## config.mk

```make
export PLATFORM = sky130hd
export DESIGN_NAME = mem_arbiter
export DESIGN_NICKNAME = d
export VERILOG_FILES = /design/src/rtl/mem_arbiter.sv
export SDC_FILE = /design/constraint.sdc
export NUM_CORES = 1
export LEC_CHECK = 0
export CORE_MARGIN = 5
export CORE_UTILIZATION = 26
export DETAILED_ROUTE_END_ITERATION = 16
export PLACE_DENSITY = 0.9
export SLEW_MARGIN = 5
export SYNTH_ARGS = -nofsm -noshare
export SYNTH_HDL_FRONTEND = slang
export SYNTH_SLANG_ARGS = --single-unit
```

## constraint.sdc

```tcl
create_clock -name clock -period 2.5 [get_ports clock]
set_clock_uncertainty 0.1 [all_clocks]
set_input_delay 0.5 -clock clock [delete_from_list [all_inputs] [get_ports clock]]
set_output_delay 0.5 -clock clock [all_outputs]
set_load 0.02 [all_outputs]
```

## src/rtl/mem_arbiter.sv

```systemverilog
// mem_arbiter: two-requester arbiter in front of a single-port-style memory
// that has separate read/write address buses and a registered read path
// (one-cycle latency).
//
// Ports
//   clock, reset                  single clock, synchronous active-high reset
//   req_n, we_n, addr_n, wdata_n  requester n access (n = 0, 1), held until ack_n
//   lock_n                        requester n wants to keep ownership
//   ack_n                         combinational, access accepted this cycle
//   rvalid_n, rdata_n             read data return, one cycle after a read ack
//   mem_read_addr, mem_write_addr, mem_write_data, mem_write_ctrl  memory side
//   mem_read_out                  registered memory read data
//
// state | meaning
// ------+---------------------------------------------------------------
// IDLE  | open arbitration; ties go to the requester that was not last_grant
// OWN0  | requester 0 holds a locked burst; requester 1 waits
// OWN1  | requester 1 holds a locked burst; requester 0 waits
module mem_arbiter #(
  parameter int ADDR_WIDTH = 16,
  parameter int DATA_WIDTH = 16,
  parameter int MAX_BURST  = 4
) (
  input  logic                  clock,
  input  logic                  reset,
  input  logic                  req_0,
  input  logic                  req_1,
  input  logic                  we_0,
  input  logic                  we_1,
  input  logic [ADDR_WIDTH-1:0] addr_0,
  input  logic [ADDR_WIDTH-1:0] addr_1,
  input  logic [DATA_WIDTH-1:0] wdata_0,
  input  logic [DATA_WIDTH-1:0] wdata_1,
  input  logic                  lock_0,
  input  logic                  lock_1,
  output logic                  ack_0,
  output logic                  ack_1,
  output logic                  rvalid_0,
  output logic                  rvalid_1,
  output logic [DATA_WIDTH-1:0] rdata_0,
  output logic [DATA_WIDTH-1:0] rdata_1,
  output logic [ADDR_WIDTH-1:0] mem_read_addr,
  output logic [ADDR_WIDTH-1:0] mem_write_addr,
  output logic [DATA_WIDTH-1:0] mem_write_data,
  output logic                  mem_write_ctrl,
  input  logic [DATA_WIDTH-1:0] mem_read_out
);

  localparam logic [1:0] IDLE = 2'd0;
  localparam logic [1:0] OWN0 = 2'd1;
  localparam logic [1:0] OWN1 = 2'd2;

  localparam logic [4:0] BURST_MAX = 5'(MAX_BURST);

  logic [1:0] state, state_nxt;
  logic       last_grant, last_grant_nxt;
  logic [4:0] burst_cnt, burst_cnt_nxt;
  logic [4:0] cnt_inc;
  logic       gnt_valid, gnt_idx;
  logic       grant;
  logic       own_idx, own_req, own_lock;
  logic       rvalid_q0, rvalid_q1;

  assign own_idx  = (state == OWN1);
  assign own_req  = own_idx ? req_1 : req_0;
  assign own_lock = own_idx ? lock_1 : lock_0;
  assign cnt_inc  = burst_cnt + 5'd1;

  always_comb begin
    gnt_valid      = 1'b0;
    gnt_idx        = 1'b0;
    state_nxt      = state;
    last_grant_nxt = last_grant;
    burst_cnt_nxt  = burst_cnt;
    case (state)
      IDLE: begin
        if (req_0 && req_1) begin
          gnt_valid = 1'b1;
          gnt_idx   = ~last_grant;
        end else if (req_0) begin
          gnt_valid = 1'b1;
          gnt_idx   = 1'b0;
        end else if (req_1) begin
          gnt_valid = 1'b1;
          gnt_idx   = 1'b1;
        end
        if (gnt_valid) begin
          last_grant_nxt = gnt_idx;
          if ((gnt_idx ? lock_1 : lock_0) && (MAX_BURST > 1)) begin
            state_nxt     = gnt_idx ? OWN1 : OWN0;
            burst_cnt_nxt = 5'd1;
          end
        end
      end
      OWN0, OWN1: begin
        last_grant_nxt = own_idx;
        // The limit is checked on the current count before counting this
        // beat, so the counter can never run past MAX_BURST.
        if (own_req && (burst_cnt < BURST_MAX)) begin
          gnt_valid = 1'b1;
          gnt_idx   = own_idx;
          if (!own_lock || (cnt_inc >= BURST_MAX)) begin
            state_nxt     = IDLE;
            burst_cnt_nxt = 5'd0;
          end else begin
            burst_cnt_nxt = cnt_inc;
          end
        end else begin
          // Owner went quiet: give up the lock with a dead cycle.
          state_nxt     = IDLE;
          burst_cnt_nxt = 5'd0;
        end
      end
      default: begin
        state_nxt     = IDLE;
        burst_cnt_nxt = 5'd0;
      end
    endcase
  end

  // A cycle with reset high never accepts anything.
  assign grant = gnt_valid & ~reset;
  assign ack_0 = grant & ~gnt_idx;
  assign ack_1 = grant & gnt_idx;

  assign mem_read_addr  = gnt_idx ? addr_1 : addr_0;
  assign mem_write_addr = gnt_idx ? addr_1 : addr_0;
  assign mem_write_data = gnt_idx ? wdata_1 : wdata_0;
  assign mem_write_ctrl = grant & (gnt_idx ? we_1 : we_0);

  always_ff @(posedge clock) begin
    if (reset) begin
      state      <= IDLE;
      last_grant <= 1'b1;
      burst_cnt  <= 5'd0;
      rvalid_q0  <= 1'b0;
      rvalid_q1  <= 1'b0;
    end else begin
      state      <= state_nxt;
      last_grant <= last_grant_nxt;
      burst_cnt  <= burst_cnt_nxt;
      rvalid_q0  <= ack_0 & ~we_0;
      rvalid_q1  <= ack_1 & ~we_1;
    end
  end

  // Masking with reset drops the return of a read accepted just before reset.
  assign rvalid_0 = rvalid_q0 & ~reset;
  assign rvalid_1 = rvalid_q1 & ~reset;
  assign rdata_0  = rvalid_0 ? mem_read_out : '0;
  assign rdata_1  = rvalid_1 ? mem_read_out : '0;

endmodule

```

# [Word-level counts from Yosys, hierarchy flattened]
# Index checks and enable logic that the tools add are counted.
[op_classes] eq_ne=5 n_mux=32 bitwise=13 addsub=1 magnitude_cmp=2 multipliers=0 n_shift=0 n_reduce_logical=10 n_div=0
[op_table] cell="$mux 16" n=4
[op_table] cell="$mux 5" n=4
[op_table] cell="$mux 1" n=14
[op_table] cell="$mux 2" n=5
[op_table] cell="$pmux 5 s2" n=1
[op_table] cell="$and 1x1->1" n=8
[op_table] cell="$pmux 1 s2" n=3
[op_table] cell="$add 5x1->5 const B" n=1
[op_table] cell="$ge 5x3->1 const B" n=1
[op_table] cell="$lt 5x3->1 const B" n=1
[op_table] cell="$not 1->1" n=5
[op_table] cell="$ne 2x2->1 const B" n=2
[op_table] cell="$pmux 2 s2" n=1
[op_table] cell="$reduce_and 2->1" n=2
[op_table] cell="$ne 3x3->1 const B" n=1
[op_table] cell="$reduce_and 3->1" n=1
[op_table] cell="$eq 2x1->1 const B" n=1
[op_table] cell="$eq 2x2->1 const B" n=1
[op_table] cell="$logic_and 1x1->1" n=2
[op_table] cell="$logic_not 2->1" n=1
[op_table] cell="$reduce_bool 2->1" n=1
[op_table] cell="$reduce_or 2->1" n=1
[op_table] cell="$logic_not 1->1" n=1
[op_table] cell="$logic_or 1x1->1" n=1
[totals] mem_bits_rw=0 mem_bits_ro=0 ff_bits=10 elab_cells=68 memories=0 in_bits=88 latch_bits=0 out_inout_bits=85

# [Logic depth before layout (Yosys ltp)]
# Gate-level depths: netlist (run 1).
[logic_depth] depth_word=8 depth_mapped=7 ltp_nobuf=6

# [Worst setup path before layout (run 1)]
# Ideal clock, no wire load.
[synth_timing] path_type="register to output" from="register state[1]" to="output mem_write_ctrl" path_buffers=0 slack_ns=0.011 t_arrival_ns=1.889 stages_incl_launch_ff=7 required_ns=1.900 cell_sequence="dfxtp_1 -> inv_1 -> ha_1 -> or4b_4 -> o21ai_1 -> and3b_1 -> a22o_1"
[synth_via] elab_chain_cells=7 word_cells_on_any_way=13 classes_between="2 x eq/ne; 6 x mux; 2 x bitwise; 3 x reduce/logical"
[synth_lines] element="start, declared" line="55" rtl="logic [1:0] state, state_nxt;"
[synth_lines] element="start signal, assigned" line="139" rtl="state <= state_nxt;"
[synth_lines] element="$eq 2x2->1" line="64, 75"
[synth_lines] element="$mux 1" line="65" rtl="assign own_req = own_idx ? req_1 : req_0;"
[synth_lines] element="$logic_and 1x1->1" line="99" rtl="if (own_req && (burst_cnt < BURST_MAX)) begin"
[synth_lines] element="$mux 1" line="99"
[synth_lines] element="$pmux 1 s2" line="75" rtl="case (state)"
[synth_lines] element="$and 1x1->1 or $mux 1 (tied branches)" line="122, 129"
[synth_lines] element="$and 1x1->1 (*)" line="129" rtl="assign mem_write_ctrl = grant & (gnt_idx ? we_1 : we_0);"
[synth_lines] element="end, declared" line="45" rtl="output logic mem_write_ctrl,"
# Mark *: on every way between the ends. The rest lies on a longest branch, timed or not.

# [Worst setup path in the final report (run 1)]
[layout_timing] from="register state[0]" to="output mem_read_addr[4]"
[layout_via] elab_chain_cells=6 word_cells_on_any_way=9 classes_between="2 x eq/ne; 4 x mux; 3 x reduce/logical"
[layout_lines] element="$eq 2x2->1" line="64, 75"
[layout_lines] element="$mux 1" line="65"
[layout_lines] element="$logic_and 1x1->1" line="99"
[layout_lines] element="$mux 1" line="99"
[layout_lines] element="$pmux 1 s2 (*)" line="75"
[layout_lines] element="$mux 16 (*)" line="126" rtl="assign mem_read_addr = gnt_idx ? addr_1 : addr_0;"
[layout_lines] element="end, declared" line="42" rtl="output logic [ADDR_WIDTH-1:0] mem_read_addr,"
# Marked as above.

==> flow_summary.ini, run 1 <==
[outcome]
run_status = finished with violations
failed_checks = setup timing

[timing]
max_slew_margin_pct = 74.55
hold_violations = 0
timing.final.ws_setup_ns = -0.1452
worst_pin_slew_ns = 0.3778
rsz0062_at_grt = yes
finalSetupViolCount = 45
post-route-period-util_pct = 105.8
min_period_ns = 2.645
holdWs_ns = 0.4247
fmax_mhz = 378.0
slew_viol_final = 0

[synth]
syn-num-nets = 249
yosysUniqueCellTypes = 34
yosys-top-cells-area = mux2_2 26%, and2_1 16%, dfxtp_1 15%
ys_warn_count = 0
synth-seq-area-share_pct = 14.69
synth.top_cell.area_share_pct = 25.62
avgSynthCellArea_sq_um = 8.734
synth_edf_count = 0
ys_ff_latch = 10
synth_cells = 156
synth_area_sq_um = 1363
synthArstFlopShare_pct = 0
yosysTopAreaCell = mux2_2
synthFlopType = dfxtp_1

[grt]
busiest_layer = met2
grt_util_met3_pct = 6.291
grt_pass1_wl_mm = 9.515
grt_pass1_vias = 1980
grt_antenna_before_repair = 0
grt_max_degree = 18
overflow = 0
grt_use_met2_pct = 34.78
grt.total_usage_pct = 18.33
met1_usage_pct = 18.41

[setup_path]
reg2reg_depth = 7
end_kind = output pin
critPathKind = flip-flop to output pin
worstPathMaxFanout = 5
cp_data_required_time_ns = 1.90
arrival_ns = 2.05
r2r_setup_slack_ns = 0.47
start_kind = flip-flop

[route]
finalWirelength_mm = 7.187
vias = 1833
drt_first_iter_violations = 23
post_drt_wl_per_cell_microns = 17.40
route.detailed.drc = 0
ant_nets = 0
first_pass_iters = 7
via_per_inst = 4.438

[cells_and_area]
n_antenna_cell = 0
drive_gt1_share_pct = 41.11
final_area_sq_um = 3527
nets = 438
syn2layout_area_growth_pct = 158.9
fin_cells = 413

[clock_network]
clock_path_buffers = 2
clk_latency_ns = 0.24
cts_root_buffer = clkbuf_8
path_clk_slew_ns = 0.04
h-tree-depth = 1
cts_sinks = 10
cts_tree = yes
ctsHoldBuffers = 0
cts_buffers = 3

[placed_design]
portBuffers = 172
place_congestion = 0.8146
dp.cells = 399
dpl_cell_area_sq_um = 3188
pre_cts_slack_ns = -0.7586
dp_hpwl_mm = 5.399

[floorplanning]
fp.dieW_microns = 82.39
fp.dieH_microns = 82.39
die_area_sq_um = 6788
core_sq_um = 5107
start_util_pct = 26.68
num_io_pins = 173
fp-row-count = 26

[flow_run]
maxCapViolations = 0

[power]
vdd.ir_drop.worst_uv = 426.2
leakagePower_nw = 1.706
power_density_nw_per_um2 = 555.3

[worst_hold_path]
hp-class = flip-flop to flip-flop
hold_depth = 1
metrics by stage:
step	power (mW)	TNS [ns]	utilization, %
finish	1.959	-3.371	69.06
global route	2.051	-5.526	69.06
CTS	1.840	-1.577	66.29
detailed placement	1.490	-45.59	62.42
global placement	1.468	-40.35	62.42
floorplan	0.9117	0	-
cell usage after synthesis, types with 2 or more instances:
| cell | count |
|---|---|
| and2_1 | 34 |
| ha_1 | 5 |
| and2b_1 | 2 |
| inv_1 | 4 |
| nand2_1 | 6 |
| nand2b_1 | 3 |
| and3b_1 | 2 |
| dfxtp_1 | 10 |
| nor2b_1 | 5 |
| nor2_1 | 3 |
| mux2i_1 | 5 |
| o21ai_0 | 3 |
| or2_2 | 2 |
| a21oi_1 | 4 |
| mux2_2 | 31 |
| clkbuf_1 | 2 |
| buf_6 | 3 |
| buf_4 | 16 |
metal layers:
layer / part of all wire [%] / vias to the layer above
li1: - / 893
met1: 33 / 817
met2: 54 / 111
met3: 11 / 12
met4: 2.2 / 0
met5: 0 / -
sequential cells by signal, summed over array words and instances, names as in the netlist:
name,cells
burst_cnt,5
last_grant,1
rvalid_q0,1
rvalid_q1,1
state,2
cell type report:
cell class                      instances  area, sq um
Multi-Input combinational cell        121         1139
Timing Repair Buffer                  205         2042
Sequential cell                        10        202.7
Clock buffer                            3        41.29
Inverter                                4        15.01
Fill cell                             367         1580
Tap cell                               70        87.58
worst max-delay path: stages, from the launching register on:
cell and delay (ns):
dfxtp_2 0.33, inv_2 0.06, buf_6 0.11, ha_4 0.16, a32oi_4 0.26, nor2_4 0.05, buf_6 0.13, buf_6 0.13
buf_6 0.11, mux2_4 0.32, buf_6 0.14
report_power, final:
group | switching, mW | internal, mW
Sequential | 0.0188 | 0.184
Clock | 0.0617 | 0.105
Combinational | 0.697 | 0.892
Total | 0.777 | 1.18
path summary, 6_finish.rpt:
kind                                                start                         to
worst max-delay path                state[0]$_SDFFE_PP0P_           mem_read_addr[4]
worst min-delay path            burst_cnt[0]$_SDFFE_PP0P_  burst_cnt[0]$_SDFFE_PP0P_
worst max register to register      state[0]$_SDFFE_PP0P_      state[1]$_SDFFE_PP0P_
worst min register to register  burst_cnt[0]$_SDFFE_PP0P_  burst_cnt[0]$_SDFFE_PP0P_
kinds of logic (layout without fill, tap and decap cells):
group	after synthesis	count (layout)	share of synthesized area, %
adder cells (fa/ha/maj)	5	5	4.591
flip-flops	10	10	14.69
multiplexers	37	37	30.12
buffers and inverters	25	212	12.95
AO/OA/AOI/OAI	15	15	7.622
AND/OR/NAND/NOR	64	64	30.03
layout by cell type (no fill, tap or decap), types with 4 or more instances in the layout:
master and instances:
nor2b_1 5, nand2_1 6, dlygate4sd2_1 33, mux2i_1 4
a21oi_1 4, mux2_2 14, buf_6 61, buf_4 19
dfxtp_1 8, clkdlybuf4s50_1 86, and2_1 34, mux2_4 18
repair_timing:
item / in CTS / in global routing
gates cloned: 2 / 0
hold endpoints to repair: 0 / 0
endpoints found under the setup margin: 85 / 51
pin swaps: 6 / 4
resized for setup: 343 / 52
buffers inserted: 9 / 2
Note: power is estimated with default switching activity, not from simulation.
==> inputs of run 2 (changes only) <==
--- a/config.mk
+++ b/config.mk
@@ -9,5 +9,5 @@
 export CORE_UTILIZATION = 26
 export DETAILED_ROUTE_END_ITERATION = 16
-export PLACE_DENSITY = 0.9
+export PLACE_DENSITY = 0.87
 export SLEW_MARGIN = 5
 export SYNTH_ARGS = -nofsm -noshare
--- a/constraint.sdc
+++ b/constraint.sdc
@@ -3,3 +3,3 @@
 set_input_delay 0.5 -clock clock [delete_from_list [all_inputs] [get_ports clock]]
 set_output_delay 0.5 -clock clock [all_outputs]
-set_load 0.02 [all_outputs]
+set_load 0.1 [all_outputs]
==> run 2 against run 1 <==
  * The flow still finishes with violations (setup timing)
  * Final cell count is 0.97% lower
  * First-iteration DRC count is 78% higher
  * Core utilization is 19 points higher
  * Worst setup slack better by 0.010 ns
  * Combinational power is 110% higher
  * Critical endpoint is now mem_write_ctrl
  * Highest routed layer unchanged
==> flow_summary.ini, run 2 (same netlist as run 1, synthesis figures left out) <==
[outcome]
run_status = finished with violations
failed_checks = setup timing

[setup_path]
r2r_setup_slack_ns = 0.31
start_kind = flip-flop
slowest_stage = or4b_4
path_buf_inv = 2
worstPathMaxFanout = 2
critPathKind = flip-flop to output pin
arrival_ns = 2.03
crit_chain = inv_4 > ha_4 > or4b_4 > o21ai_4 > and3b_4 > a22o_4 > buf_12
cp_data_required_time_ns = 1.90
max_stage_delay_ns = 0.47
end_kind = output pin
critical_path.top_delay_family = simple AND/OR/NAND/NOR gates

[cells_and_area]
n_antenna_cell = 0
top_register = burst_cnt
layout_common_cells = 86 x buf_12, 85 x clkdlybuf4s50_1, 32 x mux2_4
fin_util_pct = 87.73
fillCellCount = 224
reg_top3 = burst_cnt (5), state (2)
largest_reg_flops = 5
multi_input_comb_area_sq_um = 1235
nets = 433
final_common_cell = buf_12
final_area_sq_um = 4481
register_area_sq_um = 203.9
drive_gt1_share_pct = 56.05
syn2layout_area_growth_pct = 228.8

[timing]
min_period_ns = 2.635
max_slew_margin_pct = 74.71
rsz0062_at_grt = yes
timing.final.ws_setup_ns = -0.1348
post-route-period-util_pct = 105.4
hold_violations = 0
finalSetupViolCount = 51
slew_viol_final = 0
finalSetupTns_ns = -5.122
fmax_mhz = 379.5
worst_pin_slew_ns = 0.3754

[route]
post_drt_wl_per_cell_microns = 23.62
first_pass_iters = 6
route.detailed.drc = 0
vias = 1935
drt_first_iter_violations = 41
ant_nets = 0
via_per_inst = 4.731
finalWirelength_mm = 9.660

[floorplanning]
start_util_pct = 26.68
num_io_pins = 173
fp-row-count = 26
die_area_sq_um = 6788
core_sq_um = 5107
fp.dieH_microns = 82.39
fp.dieW_microns = 82.39

[power]
vdd.ir_drop.worst_uv = 635.8
power_density_nw_per_um2 = 825.3
leakagePower_nw = 1.953
p_total_mw = 3.698

[grt]
grt_pass1_wl_mm = 13.44
grt_max_degree = 18
grt.total_usage_pct = 27.50
grt_pass1_vias = 2047
overflow = 0
grt_antenna_before_repair = 0

[clock_network]
clk_latency_ns = 0.25
clock_path_buffers = 2
cts_tree = yes
path_clk_slew_ns = 0.05
cts_root_buffer = clkbuf_8
cts_sinks = 10
h-tree-depth = 1
cts_buffers = 3

[worst_hold_path]
hp-class = flip-flop to flip-flop

[placed_design]
place_congestion = 0.8710
dpl_cell_area_sq_um = 4100
dp_hpwl_mm = 7.339
portBuffers = 172
pre_cts_slack_ns = -0.4161

[flow_run]
maxCapViolations = 0
## run 2: layer usage
layer / up-vias / wire length, microns / GRT usage, % / part of all wire, %
met5: - / 0 / 0 / 0
met4: 0 / 333 / 10.13 / 3.4
met3: 27 / 871 / 7.701 / 9.0
met2: 110 / 5410 / 54.57 / 56
met1: 911 / 3044 / 26.35 / 32
li1: 887 / - / - / -
## run 2: per-stage QoR
step / hold WS (ns) / cells
2_1_floorplan: 0.3560 / 156
3_3_place_gp: 0.3750 / 394
3_5_place_dp: 0.3840 / 394
4_1_cts: 0.4235 / 407
5_1_grt: 0.4220 / 409
6_report: 0.4168 / 409
## run 2: final timing paths
kind	start	to	depth (start not counted)
setup / recovery	state[0]$_SDFFE_PP0P_	mem_write_ctrl	7
hold / removal	burst_cnt[3]$_SDFFE_PP0P_	burst_cnt[3]$_SDFFE_PP0P_	1
setup reg to reg	state[0]$_SDFFE_PP0P_	state[1]$_SDFFE_PP0P_	8
hold reg to reg	burst_cnt[3]$_SDFFE_PP0P_	burst_cnt[3]$_SDFFE_PP0P_	1
## run 2: final cells by class
type / instances / area share [%]
clock buffers: 4 / 1.229
inverters: 4 / 0.3910
multi-input cells: 121 / 27.56
flip-flops and latches: 10 / 4.552
well taps: 70 / 1.955
repair buffers: 200 / 64.31
## run 2: timing repair
action,in CTS,in global routing
gates cloned,3,0
resized for setup,43,6
hold buffers,0,0
pin swaps,9,0
setup buffers,7,2
endpoints found under the setup margin,51,53
## run 2: worst register-to-register path, stage by stage (launching register included)
cell and delay (ns):
dfxtp_2 0.35, inv_4 0.05, ha_4 0.26, or4b_4 0.47, buf_4 0.15, buf_4 0.13, nor3_4 0.23, a21boi_2 0.12
mux2i_1 0.23
## run 2: power breakdown
group | leakage, nW | switching (mW) | internal (mW)
Clock | 0.0288 | 0.0787 | 0.140
Combinational | 1.84 | 1.93 | 1.34
Sequential | 0.0830 | 0.0251 | 0.184
==> inputs of run 3 (changes only) <==
Settings changed: CTS_CLUSTER_SIZE set to 20.
==> results of run 3 <==
No change in the layout: final DEF, timing and power equal those of run 2.
